File: config.mk
export PLATFORM = sky130hd
export DESIGN_NAME = ball_trajectory_predictor_flat
export DESIGN_NICKNAME = d
export VERILOG_FILES = /design/src/rtl/ball_track_pkg.sv /design/src/rtl/ball_trajectory_predictor_if.sv /design/src/rtl/trajectory_stepper.sv /design/src/rtl/ball_trajectory_predictor.sv /design/src/flat_wrapper.sv
export SDC_FILE = /design/constraint.sdc
export NUM_CORES = 1
export LEC_CHECK = 0
export BUFFER_PORTS_ARGS = -buffer_cell sky130_fd_sc_hd__buf_2
export CORE_MARGIN = 5
export CORE_UTILIZATION = 50
export CTS_CLUSTER_DIAMETER = 50
export DETAILED_ROUTE_END_ITERATION = 8
export GPL_TIMING_DRIVEN = 0
export HOLD_SLACK_MARGIN = 0.1
export PLACE_DENSITY = 0.71
export SETUP_SLACK_MARGIN = 0.02
export SLEW_MARGIN = 25
export SYNTH_ARGS = -nofsm -noshare
export SYNTH_HDL_FRONTEND = slang
export SYNTH_SLANG_ARGS = --single-unit
export TNS_END_PERCENT = 100
File: constraint.sdc
create_clock -name CLK -period 9.7 [get_ports CLK]
set_input_delay 0.485 -clock CLK [delete_from_list [all_inputs] [get_ports CLK]]
set_output_delay 0.485 -clock CLK [all_outputs]
set_load 0.1 [all_outputs]
File: src/rtl/ball_track_pkg.sv
// Shared grid geometry, coordinate/velocity types and FSM states for the ball tracker.
// Input clamping and speed-plausibility helpers live here so every stage agrees on them.
package ball_track_pkg;
  localparam int GRID_W     = 40;
  localparam int GRID_H     = 30;
  localparam int PADDLE_COL = 38;
  localparam int CENTER_Y   = 15;
  localparam int MAX_SPEED  = 6;
  localparam int MAX_MISS   = 4;
  localparam int MAX_STEPS  = 63;

  typedef logic [5:0]        col_t;
  typedef logic [4:0]        row_t;
  typedef logic signed [6:0] vel_t;

  typedef enum logic [1:0] {IDLE, UPDATE, PREDICT, DONE} state_t;

  function automatic col_t clamp_col(input logic [5:0] x);
    return (x > 6'(GRID_W - 1)) ? col_t'(GRID_W - 1) : x;
  endfunction

  function automatic row_t clamp_row(input logic [4:0] y);
    return (y > 5'(GRID_H - 1)) ? row_t'(GRID_H - 1) : y;
  endfunction

  function automatic logic too_fast(input vel_t v);
    vel_t a;
    a = v[6] ? -v : v;
    return a > vel_t'(MAX_SPEED);
  endfunction
endpackage

File: src/rtl/ball_trajectory_predictor_if.sv
// Detection-sample input and paddle-target output bundle of the trajectory predictor.
interface ball_trajectory_predictor_if;
  import ball_track_pkg::*;

  logic       BALL_VALID;
  logic       BALL_FOUND;
  logic [5:0] BALL_X;
  logic [4:0] BALL_Y;
  row_t       TARGET_Y;
  logic       TARGET_VALID;
  logic       TRACKING;
  vel_t       VEL_X;
  vel_t       VEL_Y;
  logic       BUSY;

  modport master (output BALL_VALID, BALL_FOUND, BALL_X, BALL_Y,
                  input  TARGET_Y, TARGET_VALID, TRACKING, VEL_X, VEL_Y, BUSY);
  modport slave  (input  BALL_VALID, BALL_FOUND, BALL_X, BALL_Y,
                  output TARGET_Y, TARGET_VALID, TRACKING, VEL_X, VEL_Y, BUSY);
endinterface

File: src/rtl/trajectory_stepper.sv
// Advances the ball one frame per step with top/bottom wall reflection.
// y_nxt/hit describe the step about to be taken so the caller can stop without a bubble.
module trajectory_stepper
  import ball_track_pkg::*;
(
  input  logic CLK,
  input  logic RST,
  input  logic load,
  input  logic step,
  input  col_t seed_x,
  input  row_t seed_y,
  input  vel_t seed_vx,
  input  vel_t seed_vy,
  output row_t y_nxt,
  output logic hit
);
  localparam logic signed [7:0] Y_MAX  = 8'(GRID_H - 1);
  localparam logic signed [7:0] X_PAD  = 8'(PADDLE_COL);
  localparam row_t              Y_REFL = row_t'(2 * (GRID_H - 1));

  logic signed [7:0] x, xn, yn;
  row_t y, y_lo;
  vel_t vx, vy, vyn;

  // Reflected rows always land back in 0..GRID_H-1, so 5-bit modular math is exact.
  always_comb begin
    xn    = x + {vx[6], vx};
    yn    = $signed({3'b000, y}) + {vy[6], vy};
    y_lo  = y + vy[4:0];
    y_nxt = y_lo;
    vyn   = vy;
    if (yn < 8'sd0) begin
      y_nxt = -y_lo;
      vyn   = -vy;
    end else if (yn > Y_MAX) begin
      y_nxt = Y_REFL - y_lo;
      vyn   = -vy;
    end
    hit = (xn >= X_PAD);
  end

  always_ff @(posedge CLK or posedge RST) begin
    if (RST) begin
      x  <= '0;
      y  <= '0;
      vx <= '0;
      vy <= '0;
    end else if (load) begin
      x  <= {2'b00, seed_x};
      y  <= seed_y;
      vx <= seed_vx;
      vy <= seed_vy;
    end else if (step) begin
      x  <= xn;
      y  <= y_nxt;
      vy <= vyn;
    end
  end
endmodule

File: src/rtl/ball_trajectory_predictor.sv
// Tracks the detected ball, estimates velocity and predicts the paddle-column intercept row.
// Samples arriving while busy park in a one-deep pending slot (newest wins).
module ball_trajectory_predictor
  import ball_track_pkg::*;
(
  input  logic                        CLK,
  input  logic                        RST,
  ball_trajectory_predictor_if.slave  bus
);
  localparam logic [2:0] MISS_LIM  = 3'(MAX_MISS);
  localparam logic [5:0] STEP_LAST = 6'(MAX_STEPS - 1);
  localparam row_t       HOME_ROW  = row_t'(CENTER_Y);

  state_t     state;
  logic       have_prev, pend_vld, pend_found, cur_found;
  logic [2:0] miss_cnt;
  logic [5:0] step_cnt;
  col_t       pend_x, cur_x, prev_x;
  row_t       pend_y, cur_y, prev_y, target_y, y_nxt;
  logic       target_vld, tracking, busy;
  vel_t       vel_x, vel_y, dx, dy;
  logic       vel_upd, jump, start_pred, step_en, hit, pred_end;

  always_comb begin
    dx         = vel_t'({1'b0, cur_x}) - vel_t'({1'b0, prev_x});
    dy         = vel_t'({2'b00, cur_y}) - vel_t'({2'b00, prev_y});
    jump       = too_fast(dx) || too_fast(dy);
    vel_upd    = cur_found && have_prev && (miss_cnt == 3'd0);
    start_pred = (state == UPDATE) && vel_upd && !jump && (dx > vel_t'(0));
    step_en    = (state == PREDICT);
    pred_end   = hit || (step_cnt == STEP_LAST);
  end

  trajectory_stepper u_stepper (
    .CLK     (CLK),
    .RST     (RST),
    .load    (start_pred),
    .step    (step_en),
    .seed_x  (cur_x),
    .seed_y  (cur_y),
    .seed_vx (dx),
    .seed_vy (dy),
    .y_nxt   (y_nxt),
    .hit     (hit)
  );

  always_ff @(posedge CLK or posedge RST) begin
    if (RST) begin
      state      <= IDLE;
      have_prev  <= 1'b0;
      miss_cnt   <= '0;
      pend_vld   <= 1'b0;
      pend_found <= 1'b0;
      pend_x     <= '0;
      pend_y     <= '0;
      cur_found  <= 1'b0;
      cur_x      <= '0;
      cur_y      <= '0;
      prev_x     <= '0;
      prev_y     <= '0;
      step_cnt   <= '0;
      target_y   <= HOME_ROW;
      target_vld <= 1'b0;
      tracking   <= 1'b0;
      vel_x      <= '0;
      vel_y      <= '0;
      busy       <= 1'b0;
    end else begin
      target_vld <= 1'b0;
      if (bus.BALL_VALID && state != IDLE) begin
        pend_vld   <= 1'b1;
        pend_found <= bus.BALL_FOUND;
        pend_x     <= clamp_col(bus.BALL_X);
        pend_y     <= clamp_row(bus.BALL_Y);
      end
      case (state)
        IDLE: begin
          // A live sample is newer than the parked one, so it takes precedence.
          if (bus.BALL_VALID) begin
            cur_found <= bus.BALL_FOUND;
            cur_x     <= clamp_col(bus.BALL_X);
            cur_y     <= clamp_row(bus.BALL_Y);
            pend_vld  <= 1'b0;
            state     <= UPDATE;
            busy      <= 1'b1;
          end else if (pend_vld) begin
            cur_found <= pend_found;
            cur_x     <= pend_x;
            cur_y     <= pend_y;
            pend_vld  <= 1'b0;
            state     <= UPDATE;
            busy      <= 1'b1;
          end
        end
        UPDATE: begin
          if (cur_found) begin
            prev_x    <= cur_x;
            prev_y    <= cur_y;
            have_prev <= 1'b1;
            miss_cnt  <= '0;
            if (vel_upd && jump) begin
              tracking <= 1'b0;
              vel_x    <= '0;
              vel_y    <= '0;
              state    <= IDLE;
              busy     <= 1'b0;
            end else if (vel_upd) begin
              vel_x    <= dx;
              vel_y    <= dy;
              tracking <= 1'b1;
              step_cnt <= '0;
              if (start_pred) begin
                state <= PREDICT;
              end else begin
                state      <= DONE;
                target_y   <= HOME_ROW;
                target_vld <= 1'b1;
              end
            end else begin
              state <= IDLE;
              busy  <= 1'b0;
            end
          end else begin
            if (miss_cnt != MISS_LIM) miss_cnt <= miss_cnt + 3'd1;
            if (miss_cnt == MISS_LIM - 3'd1) begin
              tracking   <= 1'b0;
              vel_x      <= '0;
              vel_y      <= '0;
              have_prev  <= 1'b0;
              state      <= DONE;
              target_y   <= HOME_ROW;
              target_vld <= 1'b1;
            end else begin
              state <= IDLE;
              busy  <= 1'b0;
            end
          end
        end
        PREDICT: begin
          step_cnt <= step_cnt + 6'd1;
          if (pred_end) begin
            state      <= DONE;
            target_y   <= y_nxt;
            target_vld <= 1'b1;
          end
        end
        DONE: begin
          state <= IDLE;
          busy  <= 1'b0;
        end
        default: begin
          state <= IDLE;
          busy  <= 1'b0;
        end
      endcase
    end
  end

  assign bus.TARGET_Y     = target_y;
  assign bus.TARGET_VALID = target_vld;
  assign bus.TRACKING     = tracking;
  assign bus.VEL_X        = vel_x;
  assign bus.VEL_Y        = vel_y;
  assign bus.BUSY         = busy;
endmodule

File: src/flat_wrapper.sv
// flat-port wrapper written by rule: the top's interface ports become plain ports
module ball_trajectory_predictor_flat import ball_track_pkg::*;
  (CLK, RST, bus_BALL_VALID, bus_BALL_FOUND, bus_BALL_X, bus_BALL_Y, bus_TARGET_Y, bus_TARGET_VALID, bus_TRACKING, bus_VEL_X, bus_VEL_Y, bus_BUSY);
  ball_trajectory_predictor_if bus_i ();
  input  logic CLK;
  input  logic RST;
  input wire logic [$bits(bus_i.BALL_VALID)-1:0] bus_BALL_VALID;
  input wire logic [$bits(bus_i.BALL_FOUND)-1:0] bus_BALL_FOUND;
  input wire logic [$bits(bus_i.BALL_X)-1:0] bus_BALL_X;
  input wire logic [$bits(bus_i.BALL_Y)-1:0] bus_BALL_Y;
  output wire logic [$bits(bus_i.TARGET_Y)-1:0] bus_TARGET_Y;
  output wire logic [$bits(bus_i.TARGET_VALID)-1:0] bus_TARGET_VALID;
  output wire logic [$bits(bus_i.TRACKING)-1:0] bus_TRACKING;
  output wire logic [$bits(bus_i.VEL_X)-1:0] bus_VEL_X;
  output wire logic [$bits(bus_i.VEL_Y)-1:0] bus_VEL_Y;
  output wire logic [$bits(bus_i.BUSY)-1:0] bus_BUSY;
  assign bus_i.BALL_VALID = bus_BALL_VALID;
  assign bus_i.BALL_FOUND = bus_BALL_FOUND;
  assign bus_i.BALL_X = bus_BALL_X;
  assign bus_i.BALL_Y = bus_BALL_Y;
  assign bus_TARGET_Y = bus_i.TARGET_Y;
  assign bus_TARGET_VALID = bus_i.TARGET_VALID;
  assign bus_TRACKING = bus_i.TRACKING;
  assign bus_VEL_X = bus_i.VEL_X;
  assign bus_VEL_Y = bus_i.VEL_Y;
  assign bus_BUSY = bus_i.BUSY;
  ball_trajectory_predictor u_core (.CLK(CLK), .RST(RST), .bus(bus_i));
endmodule
Yosys cells after proc, flatten, opt, wreduce, memory -nomap -nowiden --
Cells that the tools add are included. W data, S select, Z words.
Storage, ports and cells: word-level logic and storage cells 163, bits in read-only memories 0, memories 0, memory bits (writable) 0, output and inout port bits 22, flip-flop bits (word level) 97, latch bits 0
Cells by class: shift operators 0, div/mod/pow operators 0, bitwise logic cells 0, reduce and logical (&&, ||, !) cells 30, $mul 0, mux-type cells 72, $add $sub $neg 12, equality and inequality tests 18, order comparisons 8
Operators with widths (count):
- $mux W7 | 13
- $mux W5 | 13
- $mux W6 | 6
- $mux W1 | 24
- $neg A7 Y7 | 3
- $mux W8 | 2
- $ne A3 B3 Y1 const B | 5
- $gt A7 B4 Y1 const B | 2
- $mux W2 | 7
- $pmux W6 S2 | 1
- $reduce_and A2 Y1 | 6
- $reduce_bool A2 Y1 | 6
- $pmux W5 S2 | 1
- $ne A3 B2 Y1 const B | 3
- $add A6 B7 Y8 | 1
- $add A8 B8 Y8 | 1
- $ge A8 B7 Y1 const B | 1
- $gt A8 B6 Y1 const B | 1
- $lt A8 B1 Y1 const B | 1
- $pmux W2 S4 | 1
- $reduce_and A4 Y1 | 2
- $gt A7 B1 Y1 const B | 1
- $logic_and A1 B1 Y1 | 7
- $sub A6 B6 Y7 | 1
- other kinds (25) | 31

Depth between registers and ports, before layout --
word-level depth 13, mapped depth 15, gate-level depth less buffers 14

Modules after synthesis --
A second synthesis with hierarchy kept.
Unflattened totals: cells, all modules 638, area, all modules 6004.5 µm²
By module, submodules not included:
- ball_trajectory_predictor | area each 3926.3 µm², cells an instance 422, instances 1
- trajectory_stepper | area each 2078.2 µm², cells an instance 216, instances 1

Worst setup path before layout --
No wires, ideal clock.
kind flip-flop to flip-flop, start point register u_core.cur_x[0], end point register u_core.target_y[0], in the netlist u_core.bus.TARGET_Y[0], required time 9618 ps, library setup time 82 ps, buffers on the path 0, arrival 3250 ps, setup slack 6368 ps, stages on the path, launching flop included 15, period minus slack after synthesis 3332 ps, path through dfrtp_1 -> inv_1 -> ha_1 -> inv_1 -> fa_1 -> inv_1 -> ha_1 -> and3_1 -> mux2_2 -> nor3_1 -> o32ai_4 -> nor4b_2 -> nand3b_4 -> o2111a_2 -> mux2_4
Between the ends: longest elaborated chain between the ends 10, elaborated cells between the ends (all ways) 13, classes of those cells add/sub (2); order compare (2); eq/ne (2); mux (1); reduce/logical (6)
RTL lines:
- from (decl) | line ball_trajectory_predictor.sv:18 | col_t pend_x, cur_x, prev_x;
- from (signal assigned) | line ball_trajectory_predictor.sv:81 | cur_x <= clamp_col(bus.BALL_X);
- from (signal assigned) | line ball_trajectory_predictor.sv:88 | cur_x <= pend_x;
- $sub A6 B6 Y7 (*) | line ball_trajectory_predictor.sv:25 | dx = vel_t'({1'b0, cur_x}) - vel_t'({1'b0, prev_x});
- via u_core.dx[1] | line ball_trajectory_predictor.sv:21 | vel_t vel_x, vel_y, dx, dy;
- $neg A7 Y7 | line ball_track_pkg.sv:28 | a = v[6] ? -v : v;
- $mux W7 | line ball_track_pkg.sv:28
- $gt A7 B4 Y1 | line ball_track_pkg.sv:29 | return a > vel_t'(MAX_SPEED);
- $logic_or A1 B1 Y1 | line ball_trajectory_predictor.sv:27 | jump = too_fast(dx) || too_fast(dy);
- $logic_not A1 Y1 | line ball_trajectory_predictor.sv:29 | start_pred = (state == UPDATE) && vel_upd && !jump && (dx > vel_t'(0));
- $logic_and A1 B1 Y1 (2 in series) | line ball_trajectory_predictor.sv:29
- $ne A3 B3 Y1 (no line)
- $reduce_and A6 Y1 (no line) (*)
- to (signal assigned) | line ball_trajectory_predictor.sv:143 | target_y <= y_nxt;
- to (decl) | line ball_trajectory_predictor.sv:19 | row_t pend_y, cur_y, prev_y, target_y, y_nxt;
The timed path passes the listed nets; every way through them passes the cells marked *. A chain may end at the register's enable or synchronous reset.

Worst setup path after layout --
start point register u_core.cur_x[0], end point register u_core.u_stepper.vy[4]
Between the ends: longest elaborated chain between the ends 10, elaborated cells between the ends (all ways) 13, classes of those cells add/sub (2); order compare (2); mux (2); reduce/logical (7)
RTL lines:
- $sub A6 B6 Y7 (*) | line ball_trajectory_predictor.sv:25
- via u_core.dx[1] | line ball_trajectory_predictor.sv:21
- $neg A7 Y7 | line ball_track_pkg.sv:28
- $mux W7 | line ball_track_pkg.sv:28
- $gt A7 B4 Y1 | line ball_track_pkg.sv:29
- $logic_or A1 B1 Y1 | line ball_trajectory_predictor.sv:27
- $logic_not A1 Y1 | line ball_trajectory_predictor.sv:29
- $logic_and A1 B1 Y1 | line ball_trajectory_predictor.sv:29
- $logic_and A1 B1 Y1 (*) | line ball_trajectory_predictor.sv:29
- $reduce_bool A3 Y1 (no line) or $reduce_bool A2 Y1 (tied branches)
- $reduce_and A2 Y1 (no line)
- to (signal assigned) | line trajectory_stepper.sv:52 | vy <= seed_vy;
- to (signal assigned) | line trajectory_stepper.sv:56 | vy <= vyn;
- to (decl) | line trajectory_stepper.sv:23 | vel_t vx, vy, vyn;
Marks and branches as above.

==> flow_summary.yaml <==
outcome:
  status: "finished clean"
sta:
  slew_headroom_pct: 58.3
  fin_ws_ns: 5.80
  max_freq_ghz: 0.257
  setup_violations: 0
  layout_min_cycle_time_ns: 3.90
  rsz0062_at_grt: "false"
  skew_ns: 0.00617
  period_share_pct: 40.2
  timing.setup.tns_ns: 0
  worst_slew_pin_slew_ns: 0.623
  slew_violations: 0
  hold_violations: 0
  hold_slack_ns: 0.146
route:
  drc: 0
  viasPerCell: 5.76
  drtIter0Drc: 301
  ant_nets: 0
  firstDrtPassIters: 4
  wl_per_cell_um: 16.6
  drt_wl_total_um: 13300
  vias: 4595
grt:
  grt_max_degree: 52
  antenna_found_initial: 0
  grt_pass1_wl_um: 22900
  top_usage_layer: "met2"
  overflow: 0
  grt_use_met1_pct: 25.0
  grt_usage_pct: 19.9
  groute.layer.met3.usage_pct: 5.00
  grt_pass1_vias: 4654
  use_met2_pct: 33.2
power_and_ir_drop:
  vdd_drop_max_mv: 0.203
  total_power_w: 0.00251
  power_density_nw_per_um2: 381
  p_leak_nw: 3.19
floorplan:
  dieHeight_um: 118
  start_util_pct: 51.1
  rows: 39
  ioPinCount: 37
  dieArea_sq_um: 13900
  die_x_um: 118
  coreArea_sq_um: 11400
yosys:
  yosysUniqueCellTypes: 68
  synthCells: 602
  ys_seq_elements: 96
  synth_nets: 660
  synth.avg_cell_area_sq_um: 9.69
  synth_area_sq_um: 5830
  synth_ff_type: "dfrtp_1"
  synth-async-reset-ratio_pct: 100
  synth-edff-count: 0
  ys_warn_count: 0
  yosysSeqAreaShare_pct: 41.3
layout:
  num-fill-cells: 1005
  layout-drive-gt1-share_pct: 15.7
  nNetsFinal: 708
  final_cells: 798
  area_delta_synth_final_pct: 13.0
  n_antenna_cell: 0
clocking:
  h-tree-depth: 3
  root_buffer: "clkbuf_16"
  clock_latency_ns: 0.35
  cts_setup_buffers: 0
  ctsHoldBuffers: 0
  cts_buffers: 9
  clkTransAtPathRegs_ns: 0.07
  cts_tree: "yes"
  cts_resized: 0
  clock_path_buffers: 2
  clkSinkCount: 96
worst_setup_path:
  critical_path_arrival_ns: 4.11
  crit_type: "flop to flop"
  rr_worst_depth: 15
  r2r_slack_ns: 5.80
  worstPathMaxFanout: 10
  startpoint_type: "flop"
  setup.worst_path.end_class: "flop"
  worstReg2RegStart: "u_core.cur_x[0]$_DFFE_PP0P_"
  required_ns: 9.91
  r2r_end: "u_core.u_stepper.vy[4]$_DFFE_PP0P_"
placed_design:
  place.port_buffers: 36
  place_hpwl_um: 9870
  gp_congestion: 0.855
  post-place-ws_ns: 5.88
  dp_cells: 782
flow_run:
  cap_violations: 0
hold_path:
  hp-class: "primary input to asynchronous set/reset pin"
==> layer usage <==
layer	vias up	wire length, um
met4	0	284
met3	19	572
met1	2220	6000
li1	2260	-
met5	-	0
met2	96	6420
==> sequential cells by signal, summed over array words and instances (netlist names), 3 cells and up, named ones only <==
| signal | flops |
|---|---|
| u_core.u_stepper.x | 8 |
| u_core.bus.VEL_X | 7 |
| u_core.u_stepper.vx | 7 |
| u_core.u_stepper.vy | 7 |
| u_core.bus.VEL_Y | 6 |
| u_core.cur_x | 6 |
| u_core.pend_x | 6 |
| u_core.prev_x | 6 |
| u_core.step_cnt | 6 |
| u_core.bus.TARGET_Y | 5 |
| u_core.cur_y | 5 |
| u_core.pend_y | 5 |
| u_core.prev_y | 5 |
| u_core.u_stepper.y | 5 |
| u_core.miss_cnt | 3 |
==> worst max-delay path, cell delays in order, from the launching register on <==
cell and delay, ns:
dfrtp_1 0.38, inv_1 0.10, ha_1 0.18, inv_1 0.06, fa_1 0.50, inv_1 0.10, ha_1 0.23, and3_1 0.19
mux2_2 0.30, nor3_1 0.31, o32ai_4 0.14, nor3b_4 0.29, nand3_2 0.26, clkbuf_1 0.35, nor2_1 0.29, a21oi_1 0.07
==> cell usage in the layout (no fill, tap or decap), drive strengths merged, types with 6 or more instances in the layout <==
cell / instances
dfrtp: 92
nand2: 76
o21ai: 58
buf: 44
ha: 39
nor2: 32
inv: 32
clkbuf: 26
a21oi: 25
mux2: 22
nand3: 20
xor2: 17
mux2i: 14
xnor2: 13
and3: 12
a21o: 9
nor3: 9
nand2b: 8
a221o: 7
o211ai: 7
a31oi: 6
or2: 6
nor3b: 6
==> per-stage QoR <==
| step | utilization, % | cell area (sq um) |
|---|---|---|
| after floorplan | - | 5830 |
| after global placement | 54.2 | 6190 |
| after detailed placement | 54.5 | 6220 |
| after CTS | 57.7 | 6590 |
| after global routing | 57.7 | 6590 |
| final | 57.7 | 6590 |
==> layout make-up <==
cell class                 count  area [sq um]  area share (%)
tap                          143           179            2.72
timing repair buffer          37           208            3.15
inverter                      32           125            1.90
buffer                        21          90.1            1.37
clock inverter                 4          98.8            1.50
clock buffer                  12           267            4.04
multi-input combinational    453          3220            48.8
sequential                    96          2410            36.5
==> cell usage after synthesis (5+ instances only) <==
| master | number | share of area, % |
|---|---|---|
| dfrtp_1 | 92 | 39 |
| nand2_1 | 76 | 4.9 |
| o21ai_0 | 56 | 4.8 |
| ha_1 | 39 | 8.4 |
| inv_1 | 32 | 2.1 |
| nor2_1 | 32 | 2.1 |
| a21oi_1 | 24 | 2.1 |
| nand3_1 | 19 | 1.6 |
| mux2_2 | 18 | 3.5 |
| xor2_1 | 17 | 2.6 |
| clkbuf_1 | 14 | 0.90 |
| mux2i_1 | 14 | 2.4 |
| xnor2_1 | 13 | 2.0 |
| and3_1 | 12 | 1.3 |
| a21o_1 | 9 | 1.2 |
| nor3_1 | 9 | 0.77 |
| nand2b_1 | 8 | 0.86 |
| a221o_1 | 7 | 1.2 |
| o211ai_1 | 7 | 0.90 |
| a31oi_1 | 6 | 0.64 |
| and2_1 | 5 | 0.54 |
| nor3b_1 | 5 | 0.64 |
| or2_2 | 5 | 0.54 |
==> power breakdown <==
group	switching (W)	leakage, nW	total [W]	internal, W
sequential	0.000112	1.25	0.000646	0.000534
clock	0.000153	0.179	0.000427	0.000274
combinational	0.000908	1.76	0.00144	0.000531
total	0.00117	3.19	0.00251	0.00134
==> cells by family after synthesis <==
| kind of cell | synth area share [%] |
|---|---|
| AND/OR/NAND/NOR | 16.6 |
| AO/OA/AOI/OAI | 17.3 |
| flip-flops | 41.3 |
| buffers and inverters | 3.60 |
| adder cells (fa/ha/maj) | 9.74 |
| multiplexers | 6.91 |
| XOR/XNOR | 4.50 |
==> worst max path at each step <==
stage / startpoint / to / depth (start not counted)
after global placement: RST / u_core.bus.TRACKING$_DFFE_PP0P_ / 2
after floorplan: u_core.cur_x[0]$_DFFE_PP0P_ / u_core.bus.TARGET_Y[0]$_DFFE_PP1P_ / 14
after CTS: u_core.cur_x[0]$_DFFE_PP0P_ / u_core.u_stepper.vy[4]$_DFFE_PP0P_ / 15
final: u_core.cur_x[0]$_DFFE_PP0P_ / u_core.u_stepper.vy[4]$_DFFE_PP0P_ / 15
after global routing: u_core.cur_x[0]$_DFFE_PP0P_ / u_core.u_stepper.vy[4]$_DFFE_PP0P_ / 15
after detailed placement: u_core.cur_x[0]$_DFFE_PP0P_ / u_core.u_stepper.vy[4]$_DFFE_PP0P_ / 15
Power figures use the tool's default switching activity.
